==> src/rtl/tinychip_pkg.sv <==
// Shared TinyChip ISA definitions for the instruction encoder/loader.
//   INSTR_W / OPC_W / REG_W : instruction and field widths
//   instr_fields_t          : decoded field bundle, MSB-first in ISA order
//   encode_instr()          : packs a field bundle into a 9-bit instruction word
//   load_state_t            : loader session states
package tinychip_pkg;

    localparam int INSTR_W = 9;
    localparam int OPC_W   = 3;
    localparam int REG_W   = 2;

    typedef struct packed {
        logic             bit_type;
        logic [OPC_W-1:0] opcode;
        logic [REG_W-1:0] reg_dest;
        logic [REG_W-1:0] reg_op;
        logic             funct;
    } instr_fields_t;

    // Pure concatenation; no field is range-checked.
    function automatic logic [INSTR_W-1:0] encode_instr(input instr_fields_t f);
        return {f.bit_type, f.opcode, f.reg_dest, f.reg_op, f.funct};
    endfunction

    typedef enum logic [1:0] {
        IDLE  = 2'd0,
        LOAD  = 2'd1,
        FLUSH = 2'd2,
        DONE  = 2'd3
    } load_state_t;

endpackage

==> src/rtl/instr_fifo.sv <==
// Synchronous FIFO buffering encoded instructions between the field
// interface and the instruction-memory write port.
//   clk, reset : posedge clock, synchronous active-high reset (empties FIFO)
//   push, din  : write din when push and not full
//   pop        : discard head when pop and not empty
//   full/empty : occupancy flags
//   head       : oldest entry (registered storage, no comb path from inputs)
module instr_fifo #(
    parameter int WIDTH = 9,
    parameter int DEPTH = 4
) (
    input  logic             clk,
    input  logic             reset,
    input  logic             push,
    input  logic [WIDTH-1:0] din,
    input  logic             pop,
    output logic             full,
    output logic             empty,
    output logic [WIDTH-1:0] head
);

    localparam int PTR_W = $clog2(DEPTH);
    localparam int CNT_W = PTR_W + 1;

    logic [WIDTH-1:0] mem [DEPTH];
    logic [PTR_W-1:0] wr_ptr;
    logic [PTR_W-1:0] rd_ptr;
    logic [CNT_W-1:0] count;
    logic             do_push;
    logic             do_pop;

    assign full    = (count == CNT_W'(DEPTH));
    assign empty   = (count == '0);
    assign head    = mem[rd_ptr];
    assign do_push = push && !full;
    assign do_pop  = pop && !empty;

    // Storage is not reset; validity is tracked by count alone.
    always_ff @(posedge clk) begin
        if (do_push) begin
            mem[wr_ptr] <= din;
        end
    end

    // DEPTH is a power of two, so the pointers wrap naturally.
    always_ff @(posedge clk) begin
        if (reset) begin
            wr_ptr <= '0;
            rd_ptr <= '0;
            count  <= '0;
        end else begin
            if (do_push) begin
                wr_ptr <= wr_ptr + PTR_W'(1);
            end
            if (do_pop) begin
                rd_ptr <= rd_ptr + PTR_W'(1);
            end
            case ({do_push, do_pop})
                2'b10:   count <= count + CNT_W'(1);
                2'b01:   count <= count - CNT_W'(1);
                default: count <= count;
            endcase
        end
    end

endmodule

==> src/rtl/instr_encoder_loader.sv <==
// Field-level instruction encoder and sequential instruction-memory loader.
// Accepts decoded field bundles over valid/ready, encodes them to 9-bit
// instructions, buffers them in a FIFO and drains them into the instruction
// memory at incrementing (wrapping) addresses.
//   clk, reset          : posedge clock, synchronous active-high reset
//   start, base_addr    : open a session at base_addr (IDLE only)
//   in_valid/in_ready   : field bundle handshake
//   bit_type..funct     : instruction fields, last marks final bundle
//   im_ready            : memory accepts the presented write
//   im_we/addr/wdata    : instruction-memory write port (register-driven)
//   busy, done          : session active / one-cycle completion pulse
//   wr_count            : words written in the current or last session
//
// state | meaning
// ------+-------------------------------------------------------------
// IDLE  | waiting for start; no accepts, no writes
// LOAD  | accepting bundles and draining the FIFO
// FLUSH | last bundle accepted; draining the remaining FIFO entries
// DONE  | session complete; done asserted for this single cycle
module instr_encoder_loader
    import tinychip_pkg::*;
#(
    parameter int DEPTH  = 4,
    parameter int ADDR_W = 10
) (
    input  logic              clk,
    input  logic              reset,
    input  logic              start,
    input  logic [ADDR_W-1:0] base_addr,
    input  logic              in_valid,
    output logic              in_ready,
    input  logic              bit_type,
    input  logic [OPC_W-1:0]  opcode,
    input  logic [REG_W-1:0]  reg_dest,
    input  logic [REG_W-1:0]  reg_op,
    input  logic              funct,
    input  logic              last,
    input  logic              im_ready,
    output logic              im_we,
    output logic [ADDR_W-1:0] im_addr,
    output logic [INSTR_W-1:0] im_wdata,
    output logic              busy,
    output logic              done,
    output logic [ADDR_W:0]   wr_count
);

    load_state_t        state;
    logic [ADDR_W-1:0]  addr;
    logic               fifo_full;
    logic               fifo_empty;
    logic [INSTR_W-1:0] fifo_head;
    logic               draining;
    logic               accept;
    logic               wr_done;
    instr_fields_t      fields;

    assign fields = '{bit_type: bit_type, opcode: opcode, reg_dest: reg_dest,
                      reg_op: reg_op, funct: funct};

    // All handshake/output terms come from registered state only.
    assign draining = (state == LOAD) || (state == FLUSH);
    assign in_ready = (state == LOAD) && !fifo_full;
    assign accept   = in_valid && in_ready;
    assign im_we    = draining && !fifo_empty;
    assign wr_done  = im_we && im_ready;
    assign im_addr  = addr;
    assign im_wdata = im_we ? fifo_head : '0;
    assign busy     = (state != IDLE);
    assign done     = (state == DONE);

    instr_fifo #(
        .WIDTH (INSTR_W),
        .DEPTH (DEPTH)
    ) u_fifo (
        .clk   (clk),
        .reset (reset),
        .push  (accept),
        .din   (encode_instr(fields)),
        .pop   (wr_done),
        .full  (fifo_full),
        .empty (fifo_empty),
        .head  (fifo_head)
    );

    always_ff @(posedge clk) begin
        if (reset) begin
            state    <= IDLE;
            addr     <= '0;
            wr_count <= '0;
        end else begin
            if (wr_done) begin
                addr <= addr + ADDR_W'(1);
                if (wr_count != '1) begin
                    wr_count <= wr_count + (ADDR_W+1)'(1);
                end
            end
            case (state)
                IDLE: begin
                    if (start) begin
                        state    <= LOAD;
                        addr     <= base_addr;
                        wr_count <= '0;
                    end
                end
                LOAD: begin
                    if (accept && last) begin
                        state <= FLUSH;
                    end
                end
                FLUSH: begin
                    if (fifo_empty) begin
                        state <= DONE;
                    end
                end
                default: begin
                    state <= IDLE;
                end
            endcase
        end
    end

endmodule
==> config.mk <==
export PLATFORM = sky130hd
export DESIGN_NAME = instr_encoder_loader
export DESIGN_NICKNAME = d
export VERILOG_FILES = /design/src/rtl/tinychip_pkg.sv /design/src/rtl/instr_fifo.sv /design/src/rtl/instr_encoder_loader.sv
export SDC_FILE = /design/constraint.sdc
export NUM_CORES = 1
export LEC_CHECK = 0
export BUFFER_PORTS_ARGS = -buffer_cell sky130_fd_sc_hd__buf_2
export CAP_MARGIN = 20
export CORE_ASPECT_RATIO = 1.4
export CORE_UTILIZATION = 40
export DETAILED_ROUTE_END_ITERATION = 7
export HOLD_SLACK_MARGIN = 0.06
export MAX_ROUTING_LAYER = met4
export PLACE_DENSITY = 0.72
export SYNTH_ARGS = -nofsm -noshare
export SYNTH_HDL_FRONTEND = slang
export SYNTH_SLANG_ARGS = --single-unit
==> constraint.sdc <==
create_clock -name clk -period 3.25 [get_ports clk]
set_clock_uncertainty 0.05 [all_clocks]
set_input_delay 0.325 -clock clk [delete_from_list [all_inputs] [get_ports clk]]
set_output_delay 0.325 -clock clk [all_outputs]
set_load 0.05 [all_outputs]
==> results of run 1 <==
==> power by group through the flow <==
stage	combinational, uW	clock, uW	sequential (uW)
2_1_floorplan	424	0	1170
3_3_place_gp	679	0	1070
3_5_place_dp	694	0	1080
4_1_cts	697	668	1060
5_1_grt	751	717	1070
6_report	693	654	1060
==> placed cells by master, fill, tap and decap left out, drive strengths merged, types with 12 or more instances in the layout <==
master	instances
a21oi	14
and3	13
buf	59
dfxtp	32
edfxtp	36
ha	12
inv	13
nand2	17
nor2	20
o21ai	13
==> how the worst min path moves through the flow <==
stage	from	end	slack, ns	cells past startpoint
2_1_floorplan	funct	u_fifo.mem[0][0]	0.37	0
4_1_cts	reg_dest[0]	u_fifo.mem[2][3]	0.13	1
3_5_place_dp	wr_count[10]	wr_count[10]	0.44	2
3_3_place_gp	wr_count[10]	wr_count[10]	0.43	2
5_1_grt	reg_dest[0]	u_fifo.mem[2][3]	0.13	1
6_report	reg_dest[0]	u_fifo.mem[3][3]	0.15	1
==> state kept, by name, summed over array words and instances (netlist names), named ones only <==
| signal | flops |
|---|---|
| wr_count | 11 |
| im_addr | 10 |
| u_fifo.mem | 36 |
| u_fifo.rd_ptr | 2 |
| u_fifo.wr_ptr | 2 |
| u_fifo.count | 3 |
| state | 2 |
==> layer usage <==
layer	share of wire, %	track usage (%)	vias up
li1	-	-	1071
met1	41	18.5	1073
met2	52	29.0	53
met3	4.8	5.16	12
met4	2.3	9.92	0
met5	0	-	-
==> cell families (layout without fill, tap and decap cells) <==
family                   Yosys count  after routing
multiplexers                      12             12
adder cells (fa/ha/maj)           13             13
AND/OR/NAND/NOR                   82             82
XOR/XNOR                          15             15
flip-flops                        68             68
AO/OA/AOI/OAI                     43             43
buffers and inverters             23             88
==> layout make-up <==
type | count | share of cell area [%]
well taps | 97 | 3.36
clock inverters | 6 | 1.56
repair buffers | 59 | 8.25
inverters | 13 | 1.35
flip-flops and latches | 68 | 47.7
clock buffers | 10 | 3.54
multi-input cells | 165 | 34.2
==> stage by stage <==
step	utilization [%]	hold WS [ns]	instances	total power, uW
finish	49.0	0.147	418	2410
CTS	49.0	0.134	418	2420
detailed placement	46.5	0.439	402	1770
global placement	46.5	0.430	402	1750
floorplan	-	0.374	256	1600
global route	49.0	0.128	418	2540
==> worst reg2reg max path: cells and delay by family, from the launching register on <==
| family | cells | cell delay [ns] |
|---|---|---|
| adder cells (fa/ha/maj) | 3 | 1.11 |
| buffers and inverters | 3 | 0.40 |
| AO/OA/AOI/OAI | 2 | 0.36 |
| AND/OR/NAND/NOR | 1 | 0.30 |
| flip-flops | 1 | 0.39 |
| XOR/XNOR | 1 | 0.15 |
==> metrics.yaml, run 1 <==
fin_crit_sh_pct: 86.6
syn-cell-area_um2: 3050
yosys.area.top_type: "edfxtp_1"
powerDensity_nw_per_um2: 667
multiInputGateArea_um2: 1240
ctsHoldBuffers: 0
place_area_um2: 3430
worst_slack_ns: 0.437
p_clk_share_pct: 27.2
pwr-share-seq_pct: 44.0
start_util_pct: 41.4
wire_per_inst_um: 15.2
worstPathCellList: "inv_1, ha_1, o311ai_1, inv_2, ha_1, inv_1, fa_1, xor2_1, or3_1, a21oi_1"
std_cell_rows: 37
final.min_clock_period_ns: 2.81
ant_nets: 0
path_buf_inv: 3
grt_pass1_vias: 2201
cp.arrival_ns: 3.03
cts_tree: "done"
layout-drive-gt1-share_pct: 26.5
dieHeight_um: 105
vias_per_cell: 5.28
grt_pass1_wl_mm: 10.0
synthArstFlopShare_pct: 0
clk_pin_slew_worst_paths_ns: 0.08
seq_area_frac_synth_pct: 56.4
worstPathRequired_ns: 3.47
fp.coreArea_um2: 7360
synth_compound_area_share_pct: 8.86
cts.sinks: 68
avgSynthCellArea_um2: 11.9
slowest_delay_ns: 0.52
hold_viol_final: 0
grt_max_degree: 22
rsz0062_at_grt: "false"
cts_inserted_buffers: 9
synth_xor_xnor_area_share_pct: 4.31
fin_area_um2: 3610
timing.rr.end: "u_fifo.count[2]"
register_area_um2: 1720
netlist_instances: 256
cap_violations: 0
p_comb_share_pct: 28.8
status: "complete, no violations"
synth_fa_ha_area_share_pct: 5.58
r2r_start: "state[0]"
cts-root-buf: "clkbuf_8"
max_freq_ghz: 0.355
netlist.area_leader.share_pct: 35.4
yosys_warnings: 0
path_depth: 10
crit_type: "reg -> reg"
critPathLaunch: "state[0]"
max-slew-margin-rel_pct: 59.5
dp_hpwl_mm: 4.49
ys_seq_elements: 68
cpLargestDelayFamily: "adder cells"
endpoint_kind: "flip-flop"
diodes: 0
dpl_worst_slack_ns: 0.437
htreeDepth: 3
vdd_drop_max_uv: 357
synth_area_leaders: "edfxtp_1 35%, dfxtp_1 21%, mux4_2 6.6%"
gp_congestion: 0.775
cp-start-kind: "flip-flop"
io_buffers: 58
fillCellCount: 661
yosys.area_share.simple_pct: 14.2
setup_tns_ns: 0
die_area_um2: 7980
cp_max_fo: 13
yosys-top-cells-count: "36 x edfxtp_1, 32 x dfxtp_1, 20 x nor2_1, 17 x nand2_1, 14 x a21oi_1"
synth_top_family_by_area: "simple AND/OR/NAND/NOR gates"
track_usage_pct: 17.7
postCtsSetupRepairBufs: 0
switchingPower_uw: 875
r2r_cells: 10
cpMaxStageDelayCell: "ha_1"
power.internal_uw: 1530
r2r_slack_ns: 0.44
tightest_slew_ns: 0.607
worstSkewPairLatency_ns: 0.33
synth.most_common_cell: "edfxtp_1"
finalSetupViolCount: 0
dr.first_iter.drc_count: 129
cts_resized: 0
remaining_drc_errors: 0
cts_buffer_depth: 2
drt_wl_total_mm: 6.34
endpoint: "u_fifo.count[2]"
areaGrowthSynthToFinish_pct: 18.3
synthFlopType: "edfxtp_1"
slew_viol_final: 0
hold_path_class: "in -> reg"
die_w_um: 75.8
p_sw_share_pct: 36.4
num-nets-final: 354
dr.pass1.iters: 4
antenna_found_initial: 0
synthDistinctLibCells: 40
io_pins: 59
grt_overflow: 0
synth-edff-count: 36
leakagePower_uw: 0.00142
vias: 2209
yosys-mux-area-fraction_pct: 7.63
synth_nets: 294
Note: power is estimated with default switching activity, not from simulation.
==> run 2, diff against run 1 <==
SYNTH_HIERARCHICAL = 1   (was unset)
==> run 2 against run 1 <==
  * Core utilization increased by 0.94 points
  * Register-to-register slack improved by 0.16 ns
  * Worst hold slack got worse by 0.0018 ns
  * Critical path depth increased by 2
==> metrics.yaml, run 2 <==
status: "complete, no violations"
ctsHoldBuffers: 0
setup_tns_ns: 0
postCtsSetupRepairBufs: 0
num-nets-final: 357
cap_violations: 0
start_util_pct: 42.0
fin_crit_sh_pct: 81.5
regMostFlops: "u_fifo/mem"
fillCellCount: 684
hold_path_class: "in -> reg"
grt_pass1_vias: 2110
tightest_slew_ns: 0.676
cts_resized: 0
crit_type: "reg -> reg"
r2r_slack_ns: 0.60
std_cell_rows: 37
final_common_cell: "buf_2"
leakagePower_uw: 0.00147
hold_path_depth: 1
wire_per_inst_um: 14.7
io_buffers: 58
holdPathEnd: "u_fifo/mem[0][3]"
rsz0062_at_grt: "false"
htreeDepth: 3
clk_pin_slew_worst_paths_ns: 0.07
cp.arrival_ns: 2.88
synth-edff-count: 36
final.min_clock_period_ns: 2.65
r2r_cells: 12
areaGrowthSynthToFinish_pct: 19.1
synth_nets: 295
io_pins: 59
cts_buffer_depth: 2
yosys_warnings: 6
min-delay-start: "reg_dest[0]"
drt_wl_total_mm: 6.19
avgSynthCellArea_um2: 12.2
cts-root-buf: "clkbuf_8"
synthFlopType: "edfxtp_1"
diodes: 0
cp_max_fo: 14
yosys-top-cells-count: "36 x edfxtp_1, 32 x dfxtp_1, 21 x nor2_1, 18 x inv_1, 14 x and2_1"
hold_viol_final: 0
gp_congestion: 0.801
cts_inserted_buffers: 9
dp_hpwl_mm: 4.48
holdWs_ns: 0.146
dieHeight_um: 107
vdd_drop_max_uv: 416
dr.pass1.iters: 4
vias: 2174
grt_pass1_wl_mm: 9.87
yosys.area.top_type: "edfxtp_1"
final_cell_mix: "58 x buf_2, 36 x edfxtp_1, 32 x dfxtp_1"
layout-drive-gt1-share_pct: 28.4
timing.rr.end: "u_fifo/count[2]"
finalSetupViolCount: 0
fp.coreArea_um2: 7450
track_usage_pct: 16.6
remaining_drc_errors: 0
grt_overflow: 0
synth_area_leaders: "edfxtp_1 35%, dfxtp_1 20%, mux4_2 6.5%"
ys_seq_elements: 68
die_area_um2: 8180
worstSkewPairLatency_ns: 0.34
dr.first_iter.drc_count: 98
seq_area_frac_synth_pct: 55.1
endpoint_kind: "flip-flop"
cts.sinks: 68
synth.most_common_cell: "edfxtp_1"
netlist_instances: 257
r2r_start: "state[0]"
syn-cell-area_um2: 3130
cp-start-kind: "flip-flop"
ant_nets: 0
slew_viol_final: 0
synthArstFlopShare_pct: 0
cts_tree: "done"
max_freq_ghz: 0.377
netlist.area_leader.share_pct: 34.6
vias_per_cell: 5.16
max-slew-margin-rel_pct: 54.8
largest_reg_flops: 36
grt_max_degree: 24
die_w_um: 76.7
synthDistinctLibCells: 44
powerDensity_nw_per_um2: 683
worstPathRequired_ns: 3.48
antenna_found_initial: 0
run 2: cell types whose count changed in the layout (fill, tap and decap cells not counted), moves of 6 or more:
| cell | delta |
|---|---|
| and2_1 | +12 |
| a21oi_1 | -7 |
| and3_1 | -11 |
| nand2_1 | -6 |
| inv_1 | +6 |
run 2: logic make-up (layout without fill, tap and decap cells):
kind of cell	Yosys count	in the layout	synth area share, %
and+or+nand+nor	85	85	15.8
AOI/OAI and AO/OA	39	39	9.04
muxes	13	13	7.76
DFF	68	68	55.1
buffers and inverters	27	94	3.52
adders and majority gates	13	13	5.44
xor gates and xnor gates	12	12	3.36
run 2: worst max-delay path by stage:
stage | startpoint | end | slack (ns)
after floorplan | state[1] | u_fifo/count[2] | 0.35
after global placement | state[0] | u_fifo/count[2] | 0.72
after detailed placement | state[0] | u_fifo/count[2] | 0.58
after CTS | state[0] | u_fifo/count[2] | 0.58
after global routing | state[1] | u_fifo/count[2] | 0.39
final | state[0] | u_fifo/count[2] | 0.60
run 2: worst max-delay path: stages (launching register included):
cell and delay (ns):
dfxtp_1 0.40, inv_1 0.09, ha_1 0.37, nand3b_4 0.21
clkinv_1 0.13, o31ai_2 0.08, inv_1 0.07, ha_1 0.17
inv_1 0.06, fa_1 0.37, xor2_1 0.16, or3_1 0.30
a21oi_1 0.13
run 2: power by group:
part | switching (uW) | internal (uW)
logic | 498 | 214
registers | 79.3 | 992
clock network | 310 | 449
total | 887 | 1660
run 2: per-stage QoR:
step	std cells	power [uW]	worst slack [ns]	instance area, um2	utilization (%)
2_1_floorplan	257	1640	0.355	3130	-
5_1_grt	421	2660	0.389	3720	50.0
3_5_place_dp	405	1810	0.583	3510	47.1
6_report	421	2540	0.600	3720	50.0
4_1_cts	421	2570	0.581	3720	50.0
3_3_place_gp	405	1790	0.718	3510	47.1
run 2: layout make-up:
class                   count  area [um2]  share of cell area, %
well taps                  97         121                   3.26
clock buffers              11         141                   3.80
inverters                  19        71.3                   1.91
clock inverters             5        76.3                   2.05
repair buffers             59         298                   7.99
multi-input cells         162        1290                   34.8
flip-flops and latches     68        1720                   46.2
run 2: layer usage:
metal  global-route usage, %  share of wire (%)  wire length [um]
met3                    4.09                4.6               287
met4                    8.65                2.7               168
met1                    17.0                 40              2470
met5                       -                  0                 0
met2                    29.1                 53              3260
==> run 3, diff against run 2 <==
clock period = 2.7 ns   (was 3.25 ns; I/O delays follow)
==> run 3 against run 2 <==
  * Register-to-register slack lost 0.45 ns
  * Worst setup slack got worse by 0.45 ns
  * Final cell count is 0.71% higher
  * Critical endpoint unchanged
==> metrics.yaml, run 3 (synthesis results as in run 2) <==
fin_cells: 424
die_area_um2: 8180
p_clk_share_pct: 29.3
cp.arrival_ns: 2.76
holdPathEnd: "u_fifo/mem[3][7]"
switchingPower_uw: 1080
status: "complete, no violations"
cpMaxStageDelayCell: "fa_1"
pwr-share-seq_pct: 42.4
vdd_drop_max_uv: 410
p_comb_share_pct: 28.4
cp-start-kind: "flip-flop"
r2r_start: "state[1]"
track_usage_pct: 16.8
slew_viol_final: 0
power.internal_uw: 1990
tightest_slew_ns: 0.629
slowest_delay_ns: 0.39
r2r_cells: 13
wl_met1_mm: 2.61
largest_reg_flops: 36
final_common_cell: "buf_2"
hold_path_depth: 1
hold_viol_final: 0
final_cell_mix: "58 x buf_2, 36 x edfxtp_1, 28 x dfxtp_1"
endpoint_kind: "flip-flop"
min-delay-start: "opcode[2]"
top_layer: "met4"
cp_max_fo: 6
holdWs_ns: 0.0962
dp_hpwl_mm: 4.32
dr.pass1.iters: 4
ant_nets: 0
grt_pass1_wl_mm: 10.1
grt_pass1_vias: 2174
io_pins: 59
critPathLaunch: "state[1]"
antenna_found_initial: 0
areaGrowthSynthToFinish_pct: 20.4
die_w_um: 76.7
placed_cells: 408
htreeDepth: 3
dpl_worst_slack_ns: 0.0969
power_uw: 3070
layout-drive-gt1-share_pct: 31.2
regMostFlops: "u_fifo/mem"
remaining_drc_errors: 0
diodes: 0
max-slew-margin-rel_pct: 58.1
start_util_pct: 42.0
crit_type: "reg -> reg"
vias_per_cell: 5.16
std_cell_rows: 37
worstPathCellList: "inv_1, ha_1, nor2b_2, and2_1, inv_2, nor2_2, inv_1, ha_1, inv_1, fa_1, xor2_1, or3_1, a21oi_1"
wl_met2_mm: 3.11
cp_common_cell: "inv_1"
gp_congestion: 0.812
cts_inserted_buffers: 9
p_sw_share_pct: 35.3
r2r_slack_ns: 0.15
cts-root-buf: "clkbuf_8"
leakagePower_uw: 0.00148
timing.rr.end: "u_fifo/count[2]"
vias: 2189
dieHeight_um: 107
worst_slack_ns: 0.152
clk_pin_slew_worst_paths_ns: 0.07
finalSetupViolCount: 0
powerDensity_nw_per_um2: 816
worstPathRequired_ns: 2.91
max_freq_ghz: 0.393
worstSkewPairLatency_ns: 0.33
io_buffers: 58
cts.sinks: 68
postCtsSetupRepairBufs: 0
cts_tree: "done"
final.min_clock_period_ns: 2.55
fp.coreArea_um2: 7450
cts_buffer_depth: 2
num-nets-final: 360
met3_length_um: 316
drt_wl_total_mm: 6.12
hold_path_class: "in -> reg"
grt_max_degree: 24
wire_per_inst_um: 14.4
grt_overflow: 0
dr.first_iter.drc_count: 93
fin_crit_sh_pct: 94.4
cap_violations: 0
run 3: final cells by class:
type                            instances  area [um2]
Multi-Input combinational cell        162        1310
Clock buffer                            9         124
Fill cell                             656        3690
Timing Repair Buffer                   62         320
Tap cell                               97         121
Inverter                               19        71.3
Clock inverter                          7        91.3
Sequential cell                        68        1730
run 3: per-stage QoR:
stage,TNS [ns],util [%],cell area [um2]
after floorplan,0,-,3130
after CTS,0,50.3,3750
final,0,50.5,3760
after global placement,0,47.4,3530
after global routing,-0.0129,50.5,3760
after detailed placement,0,47.4,3530
run 3: power groups by stage:
stage                     combinational, uW  sequential, uW  clock, uW
final                                   871            1300        899
after global routing                    951            1320        961
after CTS                               874            1290        914
after detailed placement                871            1310          0
after global placement                  858            1300          0
after floorplan                         520            1450          0
run 3: worst max path at each step:
stage                     depth (start not counted)         endpoint
after global routing                             13  u_fifo/count[2]
after global placement                           13  u_fifo/count[2]
final                                            13  u_fifo/count[2]
after floorplan                                  13  u_fifo/count[2]
after detailed placement                         13  u_fifo/count[2]
after CTS                                        13  u_fifo/count[2]
run 3: what timing repair did:
action / CTS / global route
resized for setup: 0 / 8
hold buffers: 0 / 0
setup endpoints to repair: 0 / 1
run 3: critical path, delay by kind of cell (launching register included):
kind	cells	cell delay, ns
xor gates and xnor gates	1	0.17
AOI/OAI and AO/OA	1	0.16
adders and majority gates	3	0.76
buffers and inverters	4	0.25
and+or+nand+nor	4	0.71
DFF	1	0.37
run 3: metal layers:
layer,up-vias,track usage [%]
li1,1066,-
met1,1058,18.0
met2,58,28.6
met3,7,4.34
met4,0,8.10
met5,-,-
